[config.mk]
export PLATFORM = sky130hd
export DESIGN_NAME = frame_rr_arbiter_flat
export DESIGN_NICKNAME = d
export VERILOG_FILES = /design/src/rtl/frame_rr_if.sv /design/src/rtl/frame_rr_arbiter.sv /design/src/flat_wrapper.sv
export SDC_FILE = /design/constraint.sdc
export NUM_CORES = 1
export LEC_CHECK = 0
export ABC_AREA = 1
export CAP_MARGIN = 20
export CORE_MARGIN = 5
export CORE_UTILIZATION = 35
export DETAILED_ROUTE_END_ITERATION = 12
export PLACE_DENSITY = 0.82
export SKIP_CTS_REPAIR_TIMING = 1
export SYNTH_ARGS = -nofsm -noshare
export SYNTH_HDL_FRONTEND = slang
export SYNTH_SLANG_ARGS = --single-unit
[constraint.sdc]
create_clock -name clk -period 2.3 [get_ports clk]
set_input_delay 0.69 -clock clk [delete_from_list [all_inputs] [get_ports clk]]
set_output_delay 0.69 -clock clk [all_outputs]
set_load 0.01 [all_outputs]
[src/rtl/frame_rr_if.sv]
// Stream bundle between NUM_SRC requester streams and the shared frame datapath.
// The master modport is the arbiter's view of the bundle; the slave modport is the environment's view.
interface frame_rr_if #(
  parameter int NUM_SRC = 2
);
  logic [NUM_SRC-1:0]    s_tvalid;
  logic [NUM_SRC-1:0]    s_tready;
  logic [NUM_SRC*32-1:0] s_tdata;
  logic [NUM_SRC-1:0]    s_tlast;
  logic [NUM_SRC*4-1:0]  s_tuser;
  logic                  m_tvalid;
  logic                  m_tready;
  logic [31:0]           m_tdata;
  logic                  m_tlast;
  logic [3:0]            m_tuser;
  logic [1:0]            m_tid;

  modport master (
    input  s_tvalid, s_tdata, s_tlast, s_tuser, m_tready,
    output s_tready, m_tvalid, m_tdata, m_tlast, m_tuser, m_tid
  );

  modport slave (
    output s_tvalid, s_tdata, s_tlast, s_tuser, m_tready,
    input  s_tready, m_tvalid, m_tdata, m_tlast, m_tuser, m_tid
  );
endinterface

[src/rtl/frame_rr_arbiter.sv]
// Frame-granular round-robin arbiter feeding one shared 32-bit stream datapath,
// with a max-frame-length watchdog that truncates and drains runaway frames.
module frame_rr_arbiter #(
  parameter int NUM_SRC   = 2,
  parameter int MAX_BEATS = 384
) (
  input  logic               clk,
  input  logic               rst,
  input  logic [NUM_SRC-1:0] src_en,
  frame_rr_if.master         bus,
  output logic               busy,
  output logic               trunc_err
);

  typedef enum logic [1:0] {IDLE = 2'd0, FWD = 2'd1, DRAIN = 2'd2} state_t;

  state_t             state;
  logic [1:0]         grant;
  logic [1:0]         ptr;
  logic [9:0]         beat_cnt;
  logic [NUM_SRC-1:0] req;
  logic [NUM_SRC-1:0] gnt_oh;
  logic               sel_valid;
  logic               sel_last;
  logic [31:0]        sel_data;
  logic [3:0]         sel_user;
  logic               at_limit;
  logic [1:0]         next_ptr;

  // Rotate the request vector so bit 0 is the current priority holder, then take the first set bit.
  function automatic logic [1:0] rr_pick(input logic [NUM_SRC-1:0] r, input logic [1:0] start);
    logic [2*NUM_SRC-1:0] dbl;
    logic [NUM_SRC-1:0]   rot;
    logic [1:0]           sel;
    logic                 found;
    int                   s;
    dbl   = {r, r} >> start;
    rot   = dbl[NUM_SRC-1:0];
    sel   = 2'd0;
    found = 1'b0;
    for (int i = 0; i < NUM_SRC; i++) begin
      s = int'(start) + i;
      if (s >= NUM_SRC) s = s - NUM_SRC;
      if (!found && rot[i]) begin
        sel   = 2'(s);
        found = 1'b1;
      end else begin
        found = found;
      end
    end
    return sel;
  endfunction

  assign req       = bus.s_tvalid & src_en;
  assign at_limit  = (beat_cnt == 10'(MAX_BEATS - 1));
  assign next_ptr  = (grant == 2'(NUM_SRC - 1)) ? 2'd0 : grant + 2'd1;
  assign bus.m_tid = grant;
  assign busy      = (state != IDLE);

  // Select the granted source's stream signals.
  always_comb begin
    gnt_oh    = '0;
    sel_valid = 1'b0;
    sel_last  = 1'b0;
    sel_data  = 32'd0;
    sel_user  = 4'd0;
    for (int i = 0; i < NUM_SRC; i++) begin
      if (grant == 2'(i)) begin
        gnt_oh[i] = 1'b1;
        sel_valid = bus.s_tvalid[i];
        sel_last  = bus.s_tlast[i];
        sel_data  = bus.s_tdata[32*i +: 32];
        sel_user  = bus.s_tuser[4*i +: 4];
      end else begin
        gnt_oh[i] = 1'b0;
      end
    end
  end

  // Pass-through in FWD, discard sink in DRAIN, everything quiet in IDLE.
  always_comb begin
    bus.s_tready = '0;
    bus.m_tvalid = 1'b0;
    bus.m_tdata  = 32'd0;
    bus.m_tlast  = 1'b0;
    bus.m_tuser  = 4'd0;
    case (state)
      FWD: begin
        bus.s_tready = gnt_oh & {NUM_SRC{bus.m_tready}};
        bus.m_tvalid = sel_valid;
        bus.m_tdata  = sel_data;
        bus.m_tlast  = sel_last | at_limit;
        bus.m_tuser  = sel_user;
      end
      DRAIN:   bus.s_tready = gnt_oh;
      default: bus.s_tready = '0;
    endcase
  end

  // Arbitration, beat accounting and watchdog state machine.
  always_ff @(posedge clk) begin
    if (rst) begin
      state     <= IDLE;
      grant     <= 2'd0;
      ptr       <= 2'd0;
      beat_cnt  <= 10'd0;
      trunc_err <= 1'b0;
    end else begin
      trunc_err <= 1'b0;
      case (state)
        IDLE: begin
          if (|req) begin
            grant    <= rr_pick(req, ptr);
            beat_cnt <= 10'd0;
            state    <= FWD;
          end
        end
        FWD: begin
          if (sel_valid && bus.m_tready) begin
            // A genuine tlast wins over the limit, so an exact-length frame is not an error.
            if (sel_last) begin
              ptr   <= next_ptr;
              state <= IDLE;
            end else if (at_limit) begin
              trunc_err <= 1'b1;
              ptr       <= next_ptr;
              state     <= DRAIN;
            end else begin
              beat_cnt <= beat_cnt + 10'd1;
            end
          end
        end
        DRAIN: begin
          if (sel_valid && sel_last) begin
            state <= IDLE;
          end
        end
        default: state <= IDLE;
      endcase
    end
  end

endmodule

[src/flat_wrapper.sv]
// flat-port wrapper written by rule: the top's interface ports become plain ports
module frame_rr_arbiter_flat 
#(
  parameter int NUM_SRC   = 2,
  parameter int MAX_BEATS = 384
)
  (clk, rst, src_en, busy, trunc_err, bus_s_tvalid, bus_s_tdata, bus_s_tlast, bus_s_tuser, bus_m_tready, bus_s_tready, bus_m_tvalid, bus_m_tdata, bus_m_tlast, bus_m_tuser, bus_m_tid);
  frame_rr_if #(.NUM_SRC(NUM_SRC)) bus_i ();
  input  logic clk;
  input  logic rst;
  input  logic [NUM_SRC-1:0] src_en;
  output logic busy;
  output logic trunc_err;
  input wire logic [$bits(bus_i.s_tvalid)-1:0] bus_s_tvalid;
  input wire logic [$bits(bus_i.s_tdata)-1:0] bus_s_tdata;
  input wire logic [$bits(bus_i.s_tlast)-1:0] bus_s_tlast;
  input wire logic [$bits(bus_i.s_tuser)-1:0] bus_s_tuser;
  input wire logic [$bits(bus_i.m_tready)-1:0] bus_m_tready;
  output wire logic [$bits(bus_i.s_tready)-1:0] bus_s_tready;
  output wire logic [$bits(bus_i.m_tvalid)-1:0] bus_m_tvalid;
  output wire logic [$bits(bus_i.m_tdata)-1:0] bus_m_tdata;
  output wire logic [$bits(bus_i.m_tlast)-1:0] bus_m_tlast;
  output wire logic [$bits(bus_i.m_tuser)-1:0] bus_m_tuser;
  output wire logic [$bits(bus_i.m_tid)-1:0] bus_m_tid;
  assign bus_i.s_tvalid = bus_s_tvalid;
  assign bus_i.s_tdata = bus_s_tdata;
  assign bus_i.s_tlast = bus_s_tlast;
  assign bus_i.s_tuser = bus_s_tuser;
  assign bus_i.m_tready = bus_m_tready;
  assign bus_s_tready = bus_i.s_tready;
  assign bus_m_tvalid = bus_i.m_tvalid;
  assign bus_m_tdata = bus_i.m_tdata;
  assign bus_m_tlast = bus_i.m_tlast;
  assign bus_m_tuser = bus_i.m_tuser;
  assign bus_m_tid = bus_i.m_tid;
  frame_rr_arbiter #(.NUM_SRC(NUM_SRC), .MAX_BEATS(MAX_BEATS)) u_core (.clk(clk), .rst(rst), .src_en(src_en), .bus(bus_i), .busy(busy), .trunc_err(trunc_err));
endmodule
==> run summary <==
Outcome - finished clean
Row count - 25
Crit Path Max Fanout - 1
Commonest non-fill, non-tap cell in the layout - clkdlybuf4s50_1
Crit path max-delay family - buffers and inverters
Final count of negative-setup-slack endpoints - 0
Startpoint type of the worst setup path - input port
Layout cells sized above 1 - 18.8%
Routing usage on met2 - 40.7%
Busiest grt layer - met2
Post-synthesis sequential area ratio - 19.1%
Vias in the first global route - 2389
Detailed placer's ending HPWL - 5960 µm
Initial core utilization - 35.7%
Worst skew pair latency - 0.26 ns
Hold WC Path Type - flip-flop to flip-flop
DRC Markers - 0
Reg2reg end - u_core.beat_cnt[0]
Final period utilization - 99.5%
Clk buf depth - 2
RR Startpoint - u_core.bus.m_tid[1]
M1 GR Usage - 24.8%
Critical path buffers and inverters - 2
Leakage - 1.72 nW
Pwr/cell area - 628 nW/µm²
Ant diodes - 0
Pin count of the biggest net entering global routing - 22
CP arrival - 1.60 ns
IO buf count - 124
Antenna viol nets, final - 0
Clock sinks - 16
Levels on crit path - 4
Cell taking the most area after synthesis - dfxtp_1
CP Class - input port to primary output
Routed vias/inst - 5.07
DR WL/cell - 15.3 µm
Die ar. - 6270 µm²
Unique masters post-synth - 26
Max Clk Rate - 437 MHz
Core area - 4690 µm²
CP cell instances - clkdlybuf4s50_1 -> nand3_1 -> a21oi_1 -> dlymetal6s2s_1
Worst rel slew slack - 77.7%
CP required - 1.61 ns
Syn avg cell area - 5.75 µm²
Total gr overflow - 0
CP endpoint kind - primary output
Worst Skew - 0.00359 ns
First-pass GRT wire length - 11500 µm
Most frequent cells in the layout - clkdlybuf4s50_1 (80), nand2_1 (74), nand3_1 (47)
Max Cap Viol - 0
Syn Nets - 376
Endpoints failing hold - 0
Synth top area share - 19.1%
Critical path origin - bus_s_tdata[54]
Seq cells post-synth - 16
Height of the die - 79.2 µm
Count of final max-slew check failures - 0
Met3 usage - 5.33%
Minimum clock period - 2.29 ns
Vias - 2456
Final #Nets - 516
Setup ws final - 0.0126 ns
Slowest library cell on the worst path - clkdlybuf4s50_1
Root Buffer - clkbuf_8
Routability cong. - 0.829
Area grow syn2layout - 91.3%
Multi-input gate area - 1210 µm²
Routed WL - 7410 µm
Tightest Pin Transition - 0.333 ns
Cells after Synth - 291
Total Power - 0.00201 W
FF+latch area - 322 µm²
Flop2flop setup slack - 0.50 ns
Fillers - 412
Num CTS Buffers - 3
Worst slack, placed - -0.538 ns
Initial DRC count - 74
VDD IR-drop max - 0.000354 V
Antenna violations before repair - 0
Crit path largest cell delay - 0.49 ns
Critical Path Sink - bus_m_tdata[22]
Core Util, Final - 68.2%
Synthesized cell area - 1670 µm²
Reg2reg path depth - 10
Chip width - 79.2 µm
H-tree Lvls - 1
CTS tree - done
Yosys warning total - 0
Io pins - 125
Area contributors post-synth - dfxtp_1 (19%), nand2_1 (17%), a21oi_1 (15%)
Tot GR Track Use - 22.3%
Worst-path clk slew - 0.06 ns
DRT Pass-1 Iters - 5
cells by family after synthesis:
family                   Yosys count  synth area share [%]
AND/OR/NAND/NOR                  171                  48.9
adder cells (fa/ha/maj)            4                  2.99
AO/OA/AOI/OAI                     59                  18.0
flip-flops                        16                  19.1
buffers and inverters             40                  10.5
XOR/XNOR                           1                 0.523
layout make-up:
cell class	instances	area share, %
well taps	54	2.11
flip-flops and latches	16	10.0
clock buffers	4	1.72
inverters	21	2.46
multi-input cells	235	37.8
repair buffers	154	45.9
Yosys cell counts:
library cell,instances
o21ai_1,1
nor3b_1,1
nor2_1,19
nand3_2,1
ha_1,4
inv_1,21
o21ai_0,7
nand2_1,75
nand4_2,1
or2_2,1
nor2_2,1
buf_6,2
clkbuf_1,6
nor3_1,5
nand3_1,49
buf_2,8
xor2_1,1
nand4_1,3
a211oi_1,1
a21oi_1,49
a21oi_2,1
nand2_2,7
nand2_4,3
dfxtp_1,16
buf_1,3
nor2_4,5
per-layer routing:
metal	part of all wire (%)	vias to the layer above
li1	-	1241
met2	49	106
met3	8.4	25
met1	39	1084
met5	0	-
met4	3.7	0
state kept, by name, indices dropped and copies added, names as in the netlist:
name              count
u_core.bus.m_tid      2
u_core.ptr            1
u_core.trunc_err      1
u_core.state          2
u_core.beat_cnt      10
tightest hold or removal path: cells and delay by family (launching register included):
family / cells / cell delay [ns]
AOI/OAI and AO/OA: 1 / 0.05
DFF: 1 / 0.31
and+or+nand+nor: 1 / 0.06
report_power, final:
group | internal [W] | switching [W] | total [W]
logic | 0.000646 | 0.000790 | 0.00144
registers | 0.000298 | 0.0000169 | 0.000315
clock network | 0.000152 | 0.000107 | 0.000259
total | 0.00110 | 0.000914 | 0.00201
worst min-delay path by stage:
stage	from	to	slack (ns)	depth (start not counted)
2_1_floorplan	u_core.ptr[0]	u_core.ptr[0]	0.44	2
3_3_place_gp	u_core.ptr[0]	u_core.ptr[0]	0.45	2
3_5_place_dp	u_core.ptr[0]	u_core.ptr[0]	0.46	2
4_1_cts	u_core.ptr[0]	u_core.ptr[0]	0.46	2
5_1_grt	u_core.ptr[0]	u_core.ptr[0]	0.50	2
6_report	u_core.ptr[0]	u_core.ptr[0]	0.47	2
per-stage QoR:
stage	setup TNS, ns	cell area (µm²)	hold WS, ns	std cells
5_1_grt	-0.0407	3200	0.497	484
3_5_place_dp	-13.42	3140	0.455	480
4_1_cts	-13.54	3190	0.465	484
6_report	0	3200	0.468	484
2_1_floorplan	0	1670	0.436	291
3_3_place_gp	-13.10	3140	0.447	480
No activity file was read; power rests on OpenSTA's default activity.
